$ cat src/rtl/spi_flash_responder.sv
// SPI mode-0 flash target: READ (0x03), JEDEC ID (0x9F), STATUS (0x05) over a byte memory port.
// Define SPI_FLASH_RESPONDER_FAST_READ_EN to add FAST_READ (0x0B) with 8 dummy clocks.
module spi_flash_responder #(
    parameter logic [23:0] JEDEC_ID    = 24'hEF4016,
    parameter logic [7:0]  STATUS_BYTE = 8'h00
) (
    input  logic        clk_48mhz,
    input  logic        reset,
    input  logic        spi_cs,
    input  logic        spi_sck,
    input  logic        spi_mosi,
    output logic        spi_miso,
    output logic [23:0] mem_addr,
    output logic        mem_rd_req,
    input  logic        mem_rd_ack,
    input  logic [7:0]  mem_rd_data,
    output logic        err_underrun
);
    typedef enum logic [2:0] {
        S_IDLE,
        S_CMD,
        S_ADDR,
`ifdef SPI_FLASH_RESPONDER_FAST_READ_EN
        S_DUMMY,
`endif
        S_DATA,
        S_IGNORE
    } state_t;

    typedef enum logic [1:0] {M_ID, M_STATUS, M_READ} mode_t;

    state_t      r_state;
    mode_t       r_mode;
    logic [1:0]  r_cs_s;
    logic [1:0]  r_sck_s;
    logic [1:0]  r_mosi_s;
    logic        r_sck_d;
    logic [4:0]  r_cnt;
    logic [22:0] r_sh;
    logic [7:0]  r_tx;
    logic [1:0]  r_idx;
    logic [7:0]  r_pf;
    logic        r_pf_vld;
    logic        r_late;
    logic        r_miso;
    logic [23:0] r_addr;
    logic        r_req;
    logic        r_err;
`ifdef SPI_FLASH_RESPONDER_FAST_READ_EN
    logic        r_fast;
`endif

    logic        w_cs;
    logic        w_mosi;
    logic        w_rise;
    logic        w_fall;
    logic        w_ack;
    logic        w_pf_avail;
    logic [7:0]  w_pf_byte;
    logic [7:0]  w_cmd;
    logic [23:0] w_addr;
    logic [7:0]  w_byte;

    assign w_cs       = r_cs_s[1];
    assign w_mosi     = r_mosi_s[1];
    assign w_rise     = r_sck_s[1] & ~r_sck_d;
    assign w_fall     = ~r_sck_s[1] & r_sck_d;
    assign w_ack      = mem_rd_ack & r_req;
    assign w_cmd      = {r_sh[6:0], w_mosi};
    assign w_addr     = {r_sh, w_mosi};
    // An ack landing on the boundary cycle still feeds that byte.
    assign w_pf_avail = r_pf_vld | (w_ack & ~r_late);
    assign w_pf_byte  = r_pf_vld ? r_pf : mem_rd_data;

    always_comb begin
        w_byte = 8'h00;
        case (r_mode)
            M_ID: begin
                case (r_idx)
                    2'd0:    w_byte = JEDEC_ID[23:16];
                    2'd1:    w_byte = JEDEC_ID[15:8];
                    2'd2:    w_byte = JEDEC_ID[7:0];
                    default: w_byte = 8'h00;
                endcase
            end
            M_STATUS: w_byte = STATUS_BYTE;
            default:  w_byte = w_pf_avail ? w_pf_byte : 8'hFF;
        endcase
    end

    always_ff @(posedge clk_48mhz) begin
        if (reset) begin
            r_state  <= S_IDLE;
            r_mode   <= M_ID;
            r_cs_s   <= 2'b11;
            r_sck_s  <= 2'b00;
            r_mosi_s <= 2'b00;
            r_sck_d  <= 1'b0;
            r_cnt    <= 5'd0;
            r_sh     <= 23'd0;
            r_tx     <= 8'h00;
            r_idx    <= 2'd0;
            r_pf     <= 8'h00;
            r_pf_vld <= 1'b0;
            r_late   <= 1'b0;
            r_miso   <= 1'b0;
            r_addr   <= 24'd0;
            r_req    <= 1'b0;
            r_err    <= 1'b0;
`ifdef SPI_FLASH_RESPONDER_FAST_READ_EN
            r_fast   <= 1'b0;
`endif
        end else begin
            r_cs_s   <= {r_cs_s[0], spi_cs};
            r_sck_s  <= {r_sck_s[0], spi_sck};
            r_mosi_s <= {r_mosi_s[0], spi_mosi};
            r_sck_d  <= r_sck_s[1];
            if (w_ack) begin
                r_req  <= 1'b0;
                r_addr <= r_addr + 24'd1;
                if (r_late) begin
                    r_late <= 1'b0;
                end else begin
                    r_pf     <= mem_rd_data;
                    r_pf_vld <= 1'b1;
                end
            end
            if (w_cs) begin
                r_state  <= S_IDLE;
                r_cnt    <= 5'd0;
                r_req    <= 1'b0;
                r_late   <= 1'b0;
                r_pf_vld <= 1'b0;
                r_miso   <= 1'b0;
            end else begin
                case (r_state)
                    S_IDLE: begin
                        r_state <= S_CMD;
                        r_cnt   <= 5'd0;
                    end
                    S_CMD: if (w_rise) begin
                        r_sh  <= {r_sh[21:0], w_mosi};
                        r_cnt <= r_cnt + 5'd1;
                        if (r_cnt == 5'd7) begin
                            r_cnt <= 5'd0;
                            r_idx <= 2'd0;
                            case (w_cmd)
                                8'h03: begin
                                    r_state <= S_ADDR;
                                    r_mode  <= M_READ;
`ifdef SPI_FLASH_RESPONDER_FAST_READ_EN
                                    r_fast  <= 1'b0;
                                end
                                8'h0B: begin
                                    r_state <= S_ADDR;
                                    r_mode  <= M_READ;
                                    r_fast  <= 1'b1;
`endif
                                end
                                8'h9F: begin
                                    r_state <= S_DATA;
                                    r_mode  <= M_ID;
                                end
                                8'h05: begin
                                    r_state <= S_DATA;
                                    r_mode  <= M_STATUS;
                                end
                                default: r_state <= S_IGNORE;
                            endcase
                        end
                    end
                    S_ADDR: if (w_rise) begin
                        r_sh  <= {r_sh[21:0], w_mosi};
                        r_cnt <= r_cnt + 5'd1;
                        if (r_cnt == 5'd23) begin
                            r_cnt  <= 5'd0;
                            r_addr <= w_addr;
                            r_req  <= 1'b1;
`ifdef SPI_FLASH_RESPONDER_FAST_READ_EN
                            r_state <= r_fast ? S_DUMMY : S_DATA;
`else
                            r_state <= S_DATA;
`endif
                        end
                    end
`ifdef SPI_FLASH_RESPONDER_FAST_READ_EN
                    S_DUMMY: if (w_rise) begin
                        r_cnt <= r_cnt + 5'd1;
                        if (r_cnt == 5'd7) begin
                            r_cnt   <= 5'd0;
                            r_state <= S_DATA;
                        end
                    end
`endif
                    S_DATA: begin
                        if (w_rise)
                            r_cnt <= {2'b00, r_cnt[2:0] + 3'd1};
                        if (w_fall && r_cnt[2:0] == 3'd0) begin
                            r_miso <= w_byte[7];
                            r_tx   <= {w_byte[6:0], 1'b0};
                            if (r_idx != 2'd3)
                                r_idx <= r_idx + 2'd1;
                            if (r_mode == M_READ) begin
                                if (w_pf_avail) begin
                                    r_pf_vld <= 1'b0;
                                    r_req    <= 1'b1;
                                end else begin
                                    r_err <= 1'b1;
                                    if (r_req)
                                        r_late <= 1'b1;
                                    else
                                        r_req <= 1'b1;
                                end
                            end
                        end else if (w_fall) begin
                            r_miso <= r_tx[7];
                            r_tx   <= {r_tx[6:0], 1'b0};
                        end
                    end
                    S_IGNORE: r_miso <= 1'b0;
                    default:  r_state <= S_IDLE;
                endcase
            end
        end
    end

    assign spi_miso     = r_miso;
    assign mem_addr     = r_addr;
    assign mem_rd_req   = r_req;
    assign err_underrun = r_err;
endmodule
$ cat config.mk
export PLATFORM = sky130hd
export DESIGN_NAME = spi_flash_responder
export DESIGN_NICKNAME = d
export VERILOG_FILES = /design/src/rtl/spi_flash_responder.sv
export SDC_FILE = /design/constraint.sdc
export NUM_CORES = 1
export LEC_CHECK = 0
export CORE_MARGIN = 2
export CORE_UTILIZATION = 59
export CTS_BUF_LIST = sky130_fd_sc_hd__clkbuf_2
export CTS_CLUSTER_SIZE = 10
export DETAILED_ROUTE_END_ITERATION = 16
export DONT_BUFFER_PORTS = 1
export PLACE_DENSITY = 0.85
export SYNTH_ARGS = -nofsm -noshare
export SYNTH_HDL_FRONTEND = slang
export SYNTH_SLANG_ARGS = --single-unit
export TNS_END_PERCENT = 30
$ cat constraint.sdc
create_clock -name clk_48mhz -period 1.7 [get_ports clk_48mhz]
set_input_delay 0.34 -clock clk_48mhz [delete_from_list [all_inputs] [get_ports clk_48mhz]]
set_output_delay 0.34 -clock clk_48mhz [all_outputs]
set_load 0.005 [all_outputs]
==> results by group <==
Status
  • Outcome: finished with violations
  • Failing checks: hold timing, setup timing

GRT
  • Vias in the first global route: 3555
  • Largest net degree at the start of global routing: 76
  • Antenna violations before repair: 0
  • First-pass GRT wire length: 16.0 mm
  • GRT Total Usage: 26.1%
  • Grt total ovfl: 0

Power and ir drop
  • PwrDens: 592 mW/mm^2
  • Clock Power Share: 30.7%
  • P_int: 2.26 mW
  • Final Power: 3.02 mW
  • Switching Power: 0.764 mW
  • Sw frac: 25.3%
  • Sequential share of power: 67.3%
  • Worst IR drop on VDD: 0.428 mV
  • Gate power share: 2.0%
  • Leakage: 1.86 nW

Place
  • Port Buffers: 0
  • Placed cell areas: 0.00458 mm^2
  • Pre-CTS setup slack: -0.0685 ns
  • Dpl hpwl: 6.53 mm
  • Gpl congestion: 0.887

Clock network
  • Inserted Clock Buffers: 9
  • Clock Latency Late Sink: 0.56 ns
  • Clk slew on worst S/H paths: 0.25 ns
  • CTS H-tree depth: 3
  • TritonCTS Sinks: 86
  • CTS tree: done
  • Hold_buf cts: 9
  • Clock root buffer: clkbuf_2
  • Clock buffer depth: 2

Routing
  • Antenna-violating nets left: 0
  • Routed WL: 11.0 mm
  • DRC: 0
  • Initial DRC count: 304
  • Vias/cell: 6.04
  • Drt wl/cell: 16.8 um
  • First drt pass iteration count: 5
  • Vias: 3929

Floorplanning
  • Rows: 30
  • I/O pin cnt: 41
  • Die ar.: 0.00779 mm^2
  • Initial core utilization: 61.3%
  • Die height: 88.3 um
  • Core ar.: 0.00683 mm^2
  • Chip width: 88.3 um

Cells and area
  • Commonest non-fill, non-tap cell in the layout: nand2_1
  • Share of layout cells above drive strength 1: 27.4%
  • Final instance area: 0.00511 mm^2
  • Antenna Cells: 0
  • Layout Nets: 573
  • Highest-count cells in the layout ignoring fill and taps: nand2_1, dfxtp_1, buf_4
  • Area Overhead vs Synth: 21.9%

Min path
  • Worst hold path type: primary input to register

Yosys
  • Cell area after synthesis: 0.00419 mm^2
  • Yosys warning count: 0
  • Number of synthesized register bits: 86
  • Register area share after synthesis: 41.1%
  • Dominant synthesized flop cell: dfxtp_1
  • Syn nets: 522
  • Count of different cell masters after synthesis: 57
  • Post-synth EDFFs: 0
  • Mean Syn Cell Area: 8.39 um^2
  • Ys async rst share: 0%
  • Post-Synthesis Cells: 499

STA
  • RSZ-0062 raised after global routing: true
  • Final setup TNS: -2.01 ns
  • Slew Limit Fails: 0
  • Worst setup margin: -0.149 ns
  • Final Cycle Share: 109%
  • Min Hold Slack: -0.169 ns
  • Min Tclk post-route: 1.85 ns
  • Final count of negative-setup-slack endpoints: 27
  • Final hold vios: 65
  • Fmax: 541 MHz
  • Slew margin rel.: 72.5%
  • Worst Tran Pin Value: 0.411 ns
  • Setup Skew: 0.0374 ns

Critical path
  • Startpoint type of the worst setup path: register
  • Crit. End Element: register
  • Setup CP Type: register to register
  • Critical Path RT: 2.16 ns
  • Worst Path Max Fanout: 12
  • Worst Path Arrival: 2.31 ns

Job
  • Max cap viols: 0
registers in the layout, indices dropped and copies added, names as in the netlist, 2 cells and up:
signal / flops
mem_addr: 24
r_cnt: 5
r_cs_s: 2
r_idx: 2
r_mode: 2
r_mosi_s: 2
r_pf: 8
r_sck_s: 2
r_sh: 23
r_state: 3
r_tx: 7
final timing paths:
kind / startpoint / to / slack (ns) / cells after the start
max reg2reg: r_sck_s[1] / mem_addr[20] / -0.15 / 6
max: r_sck_s[1] / mem_addr[20] / -0.15 / 6
min: reset / r_pf[4] / -0.17 / 1
min reg2reg: r_tx[1] / r_tx[1] / 0.46 / 2
area by class of cell:
class	count	area, um^2
Clock buffer	9	45.0
Fill cell	461	1730
Tap cell	96	120
Timing Repair Buffer	72	658
Clock inverter	7	50.0
Multi-Input combinational cell	374	2470
Sequential cell	86	1740
Inverter	7	26.3
power by group through the flow:
stage | Clock (mW) | Sequential (mW) | Combinational [mW]
finish | 0.928 | 2.03 | 0.0596
global route | 1.03 | 2.04 | 0.0643
CTS | 0.934 | 2.04 | 0.0544
detailed placement | 0 | 2.07 | 0.0395
global placement | 0 | 2.07 | 0.0381
floorplan | 0 | 2.07 | 0.0540
cell usage after synthesis, types with 6 or more instances:
master | instances | area share, %
inv_1 | 7 | 0.63
and3_1 | 6 | 0.90
o21ai_0 | 20 | 2.4
a311oi_1 | 6 | 1.3
nand2_1 | 85 | 7.6
a21oi_1 | 45 | 5.4
nand3_1 | 16 | 1.9
and4_1 | 9 | 1.9
or3_1 | 9 | 1.3
nor3_1 | 13 | 1.6
nor2_1 | 44 | 3.9
ha_1 | 9 | 2.7
a211oi_2 | 19 | 5.7
nor2b_1 | 7 | 1.0
xor2_1 | 17 | 3.6
clkbuf_1 | 25 | 2.2
dfxtp_1 | 86 | 41
what timing repair did:
item,in CTS,in global routing
resized for setup,9,40
setup endpoints to repair,32,44
gates cloned,1,4
pin swaps,4,7
setup buffers,2,8
endpoints found under the hold margin,73,65
worst max-delay path: stages, from the launching register on:
cell      delay [ns]
dfxtp_2         0.44
nand2b_4        0.06
or2_4           0.22
or4_4           0.60
buf_12          0.20
nor2_1          0.17
a211oi_2        0.07
stage by stage:
step	instances	util (%)	hold WS [ns]
3_3_place_gp	611	67.1	0.393
6_report	651	74.7	-0.169
5_1_grt	651	74.7	-0.260
2_1_floorplan	499	-	0.389
3_5_place_dp	611	67.1	0.401
4_1_cts	639	70.7	-0.213
cells by family after synthesis:
kind of cell | count (synthesis) | share of synthesized area [%]
adders and majority gates | 9 | 2.69
AOI/OAI and AO/OA | 114 | 19.5
buffers and inverters | 39 | 4.15
DFF | 86 | 41.1
muxes | 5 | 1.25
and+or+nand+nor | 226 | 27.2
xor gates and xnor gates | 20 | 4.18
routing by layer:
layer / vias up / track usage [%] / wire length (um) / part of all wire [%]
li1: 1873 / - / - / -
met1: 1843 / 29.7 / 4210 / 38
met2: 172 / 46.1 / 5700 / 52
met3: 41 / 7.93 / 710 / 6.5
met4: 0 / 9.78 / 340 / 3.1
met5: - / 0 / 0 / 0
Power figures use the tool's default switching activity.
